===== config.mk =====
export PLATFORM = sky130hd
export DESIGN_NAME = uart_tx_fifo
export DESIGN_NICKNAME = d
export VERILOG_FILES = /design/src/rtl/uart_pkg.sv /design/src/rtl/sync_fifo.sv /design/src/rtl/uart_tx_fifo.sv
export SDC_FILE = /design/constraint.sdc
export NUM_CORES = 1
export LEC_CHECK = 0
export CORE_UTILIZATION = 45
export DETAILED_ROUTE_END_ITERATION = 16
export PLACE_DENSITY = 0.7
export SYNTH_ARGS = -nofsm -noshare
export SYNTH_HDL_FRONTEND = slang
export SYNTH_SLANG_ARGS = --single-unit

===== constraint.sdc =====
create_clock -name clk -period 3 [get_ports clk]
set_input_delay 0.6 -clock clk [delete_from_list [all_inputs] [get_ports clk]]
set_output_delay 0.6 -clock clk [all_outputs]
set_load 0.03 [all_outputs]

===== src/rtl/uart_pkg.sv =====
// Shared types and constants for the UART debug-byte transmit path.
// FSM states, byte width and the CR/LF codes used for line-ending expansion.
package uart_pkg;

  localparam int BYTE_W = 8;

  localparam logic [BYTE_W-1:0] CR = 8'h0D;
  localparam logic [BYTE_W-1:0] LF = 8'h0A;

  typedef enum logic [1:0] {
    IDLE,
    LOAD,
    WAIT_DONE,
    GAP
  } tx_state_e;

endpackage


===== src/rtl/sync_fifo.sv =====
// Single-clock FIFO with wrap-bit pointers, occupancy count and drop flag.
// A write into a full FIFO is accepted when a pop happens in the same cycle.
module sync_fifo #(
  parameter int W     = 8,
  parameter int DEPTH = 16
) (
  input  logic                     clk,
  input  logic                     reset,
  input  logic                     wr_en,
  input  logic [W-1:0]             wr_data,
  input  logic                     rd_en,
  output logic [W-1:0]             rd_data,
  output logic [$clog2(DEPTH):0]   count,
  output logic                     full,
  output logic                     empty,
  output logic                     drop
);

  localparam int AW = $clog2(DEPTH);
  localparam logic [AW:0] ONE = (AW+1)'(1);

  logic [W-1:0] mem [DEPTH];
  logic [AW:0]  wr_ptr;
  logic [AW:0]  rd_ptr;
  logic         do_wr;
  logic         do_rd;

  assign empty = (wr_ptr == rd_ptr);
  assign full  = (wr_ptr[AW] != rd_ptr[AW]) &&
                 (wr_ptr[AW-1:0] == rd_ptr[AW-1:0]);

  assign do_rd = rd_en && !empty;
  assign do_wr = wr_en && (!full || do_rd);
  assign drop  = wr_en && !do_wr;

  assign count   = wr_ptr - rd_ptr;
  assign rd_data = mem[rd_ptr[AW-1:0]];

  always_ff @(posedge clk or posedge reset) begin
    if (reset) begin
      wr_ptr <= '0;
      rd_ptr <= '0;
    end else begin
      if (do_wr) wr_ptr <= wr_ptr + ONE;
      if (do_rd) rd_ptr <= rd_ptr + ONE;
    end
  end

  always_ff @(posedge clk) begin
    if (do_wr) mem[wr_ptr[AW-1:0]] <= wr_data;
  end

endmodule


===== src/rtl/uart_tx_fifo.sv =====
// Buffers debug bytes from the slow CPU strobe and feeds the UART serializer.
// Define UART_TX_FIFO_CRLF_EN to expand each LF into a CR then LF pair.
module uart_tx_fifo
  import uart_pkg::*;
#(
  parameter int DEPTH    = 16,
  parameter int GAP_CLKS = 4
) (
  input  logic                     clk,
  input  logic                     reset,
  input  logic [BYTE_W-1:0]        wr_data,
  input  logic                     wr_valid,
  output logic                     tx_dv,
  output logic [BYTE_W-1:0]        tx_byte,
  input  logic                     tx_active,
  input  logic                     tx_done,
  output logic [$clog2(DEPTH):0]   fifo_count,
  output logic                     fifo_full,
  output logic                     overflow
);

  localparam int GW    = (GAP_CLKS > 1) ? $clog2(GAP_CLKS) : 1;
  localparam int GLAST = (GAP_CLKS > 0) ? GAP_CLKS - 1 : 0;

  tx_state_e         state;
  tx_state_e         nxt;
  logic              s1, s2, s3;
  logic              wr_edge;
  logic              launch;
  logic              pop;
  logic              empty;
  logic              drop;
  logic              hold_head;
  logic [BYTE_W-1:0] head;
  logic [BYTE_W-1:0] load_byte;
  logic [GW-1:0]     gap_cnt;

  always_ff @(posedge clk or posedge reset) begin
    if (reset) begin
      s1 <= 1'b0;
      s2 <= 1'b0;
      s3 <= 1'b0;
    end else begin
      s1 <= wr_valid;
      s2 <= s1;
      s3 <= s2;
    end
  end

  assign wr_edge = s2 && !s3;

  sync_fifo #(
    .W     (BYTE_W),
    .DEPTH (DEPTH)
  ) u_fifo (
    .clk     (clk),
    .reset   (reset),
    .wr_en   (wr_edge),
    .wr_data (wr_data),
    .rd_en   (pop),
    .rd_data (head),
    .count   (fifo_count),
    .full    (fifo_full),
    .empty   (empty),
    .drop    (drop)
  );

  always_ff @(posedge clk or posedge reset) begin
    if (reset)     overflow <= 1'b0;
    else if (drop) overflow <= 1'b1;
  end

`ifdef UART_TX_FIFO_CRLF_EN
  logic lf_pend;
  logic cr_first;

  // The LF stays at the head until its leading CR has gone out.
  assign cr_first  = (head == LF) && !lf_pend;
  assign load_byte = cr_first ? CR : head;
  assign hold_head = lf_pend;

  always_ff @(posedge clk or posedge reset) begin
    if (reset)       lf_pend <= 1'b0;
    else if (launch) lf_pend <= cr_first;
  end
`else
  assign load_byte = head;
  assign hold_head = 1'b0;
`endif

  always_comb begin
    nxt    = state;
    launch = 1'b0;
    pop    = 1'b0;
    unique case (state)
      IDLE: begin
        if (!empty && !tx_active) begin
          nxt    = LOAD;
          launch = 1'b1;
        end
      end
      LOAD: begin
        nxt = WAIT_DONE;
        pop = !hold_head;
      end
      WAIT_DONE: begin
        if (tx_done) nxt = (GAP_CLKS == 0) ? IDLE : GAP;
      end
      GAP: begin
        if (gap_cnt == GW'(GLAST)) nxt = IDLE;
      end
      default: nxt = IDLE;
    endcase
  end

  always_ff @(posedge clk or posedge reset) begin
    if (reset) begin
      state   <= IDLE;
      tx_dv   <= 1'b0;
      tx_byte <= '0;
      gap_cnt <= '0;
    end else begin
      state   <= nxt;
      tx_dv   <= launch;
      if (launch) tx_byte <= load_byte;
      gap_cnt <= (state == GAP) ? gap_cnt + GW'(1) : '0;
    end
  end

endmodule


==> flow_metrics.env, run 1 <==
export IMPL_run_status="finished clean"
export IMPL_start_util_pct=46.7
export IMPL_numCtsBuffers=17
export IMPL_hold_violations=0
export IMPL_die_w_um=120
export IMPL_fin_crit_sh_pct=95.5
export IMPL_slew_limit_headroom_pct=34.1
export IMPL_synthFlopType="edfxtp_1"
export IMPL_slew_viol_final=0
export IMPL_core_area_um2=13400
export IMPL_num_nets_final=440
export IMPL_post_cts_buffers=0
export IMPL_seq_area_frac_synth_pct=72.2
export IMPL_vias=3305
export IMPL_crit_required_ns=2.40
export IMPL_wire_per_inst_um=20.8
export IMPL_crit_buf_inv=3
export IMPL_rsz0062_at_grt="false"
export IMPL_cpMaxStageDelayCell="dfrtp_1"
export IMPL_rows=42
export IMPL_maxCapViolations=0
export IMPL_powerDensity_nw_per_um2=1020
export IMPL_die_h_um=120
export IMPL_first_global_vias=3487
export IMPL_clk_path_buf_depth=2
export IMPL_netlist_cell_type_count=40
export IMPL_fin_cells=598
export IMPL_syn_instance_count=365
export IMPL_dp_slack_ns=0.521
export IMPL_min_period_ns=2.86
export IMPL_critPathArrivalTime_ns=2.26
export IMPL_clk_insertion_delay_late_ns=0.41
export IMPL_tightest_slew_ns=0.981
export IMPL_syn_area_um2=6260
export IMPL_die_area_um2=14400
export IMPL_fin_area_um2=7370
export IMPL_slowest_delay_ns=0.41
export IMPL_setup_tns_ns=0
export IMPL_endpoint_kind="output pin"
export IMPL_diodes=0
export IMPL_synth_edf_count=128
export IMPL_dp_cells=568
export IMPL_cpLargestDelayFamily="adder cells"
export IMPL_synth_area_per_cell_um2=17.1
export IMPL_worst_clock_skew_ns=0.00524
export IMPL_hold_class="flip-flop to flip-flop"
export IMPL_critical_path_class="flip-flop to output pin"
export IMPL_setup_viol_count_final=0
export IMPL_cp_max_fo=4
export IMPL_synth_seq_cells=155
export IMPL_totalWireLength_um=12400
export IMPL_track_usage_pct=19.1
export IMPL_drt_first_pass_iters=5
export IMPL_path_common_cell="inv_1"
export IMPL_port_buffers=28
export IMPL_synthArstFlopShare_pct=17.4
export IMPL_htreeDepth=4
export IMPL_max_freq_mhz=349
export IMPL_finalHoldWorstSlack_ns=0.352
export IMPL_startpoint_type="flip-flop"
export IMPL_cts_resized=0
export IMPL_place_area_um2=6770
export IMPL_clk_pin_slew_worst_paths_ns=0.06
export IMPL_clock_sinks=155
export IMPL_cts_root_buf="clkbuf_16"
export IMPL_ctsHoldBuffers=0
export IMPL_area_growth_syn_to_layout_pct=17.8
export IMPL_path_cells="inv_1, ha_1, inv_1, fa_1, a21o_1, a21oi_1, xnor2_1, buf_4"
export IMPL_grt_pass1_wl_um=19600
export IMPL_synth_nets=394
export IMPL_hpwl_um=8070
export IMPL_ir_drop_uv=573
export IMPL_antenna_found_initial=0
export IMPL_viasPerCell=5.53
export IMPL_cts_tree="done"
export IMPL_drc=0
export IMPL_p_leak_nw=2.62
export IMPL_final_antenna_net_count=0
export IMPL_io_pins=29
export IMPL_drive_gt1_share_pct=16.6
export IMPL_place_gp_congestion=0.852
export IMPL_drt_iter0_drc=293
export IMPL_yosys_warnings=0
export IMPL_grt_overflow=0
export IMPL_setup_ws_ns=0.136
export IMPL_grt_start_max_net_pins=38
[per-stage QoR]
stage	util, %	total power, mW
after floorplan	-	4.56
after global placement	50.5	5.33
after detailed placement	50.5	5.39
after CTS	55.0	7.59
after global routing	55.0	7.88
final	55.0	7.54
[cell type report]
type	count	area [um^2]
inverters	15	56.3
well taps	176	220
clock inverters	12	175
flip-flops and latches	155	4520
clock buffers	18	429
repair buffers	42	373
fillers	1037	6030
multi-input cells	180	1600
[kinds of logic after synthesis]
kind of cell | Yosys count | synth area share, %
AOI/OAI and AO/OA | 46 | 5.18
xor gates and xnor gates | 12 | 1.80
adders and majority gates | 16 | 3.32
buffers and inverters | 30 | 2.24
DFF | 155 | 72.2
muxes | 49 | 11.1
and+or+nand+nor | 57 | 4.18
[worst paths after layout]
path | startpoint | end | slack, ns | cells after the start
max | u_fifo.wr_ptr[0]$_DFFE_PP0P_ | fifo_count[4] | 0.14 | 8
min | s1$_DFF_PP0_ | s2$_DFF_PP0_ | 0.35 | 0
max reg2reg | u_fifo.wr_ptr[0]$_DFFE_PP0P_ | u_fifo.mem[10][0]$_DFFE_PP_ | 0.53 | 7
min reg2reg | s1$_DFF_PP0_ | s2$_DFF_PP0_ | 0.35 | 0
min in group asynchronous | reset | state[1]$_DFFE_PP0P_ | 0.55 | 3
max in group asynchronous | reset | u_fifo.rd_ptr[0]$_DFFE_PP0P_ | 2.16 | 3
[cells in the mapped netlist (all sizes together) (2+ instances only)]
cell type	number	area, um^2
a21oi	2	10.0
inv	15	56.3
dfrtp	27	676
xor2	2	17.5
nand2	16	60.1
xnor2	10	95.1
a211oi	9	72.6
buf	12	72.6
nor3	5	25.0
nor2	22	82.6
o21ai	2	10.0
nand4	5	31.3
nand3b	2	15.0
nand2b	2	12.5
mux4	16	360
a31oi	8	50.1
mux2i	32	320
clkbuf	3	11.3
a21o	3	22.5
ha	15	188
edfxtp	128	3840
o22ai	16	100
[power breakdown]
group / internal (mW) / leakage, nW / switching [mW]
registers: 2.58 / 1.48 / 0.137
clock network: 1.38 / 0.289 / 0.812
logic: 1.08 / 0.850 / 1.55
total: 5.04 / 2.62 / 2.50
[cells in the final DEF (no fill, tap or decap), types with 8 or more instances in the layout]
cell type and count:
clkbuf_16 17, mux2i_1 32, xnor2_1 9, buf_4 19, nor2_1 22, clkdlybuf4s50_1 23, o22ai_1 16, mux4_2 16
a211oi_1 8, inv_1 15, ha_1 15, a31oi_1 8, edfxtp_1 128, dfrtp_1 26, nand2_1 16
[per-layer routing]
metal,global-route usage (%),up-vias,routed length (um)
li1,-,1509,-
met1,24.7,1691,5530
met2,30.4,94,6140
met3,5.47,11,632
met4,7.58,0,138
met5,0,-,0
[flip-flops by register name (all words and copies together) (netlist names)]
| signal | count |
|---|---|
| s1 | 1 |
| state | 2 |
| tx_byte | 8 |
| overflow | 1 |
| tx_dv | 1 |
| u_fifo.mem | 128 |
| u_fifo.wr_ptr | 5 |
| s2 | 1 |
| u_fifo.rd_ptr | 5 |
| gap_cnt | 2 |
| s3 | 1 |
Power figures use the tool's default switching activity.
==> run 2, diff against run 1 <==
HOLD_SLACK_MARGIN = 0.08   (was default)
==> results of run 2 <==
Final layout, timing and power as in run 1 (identical DEF).
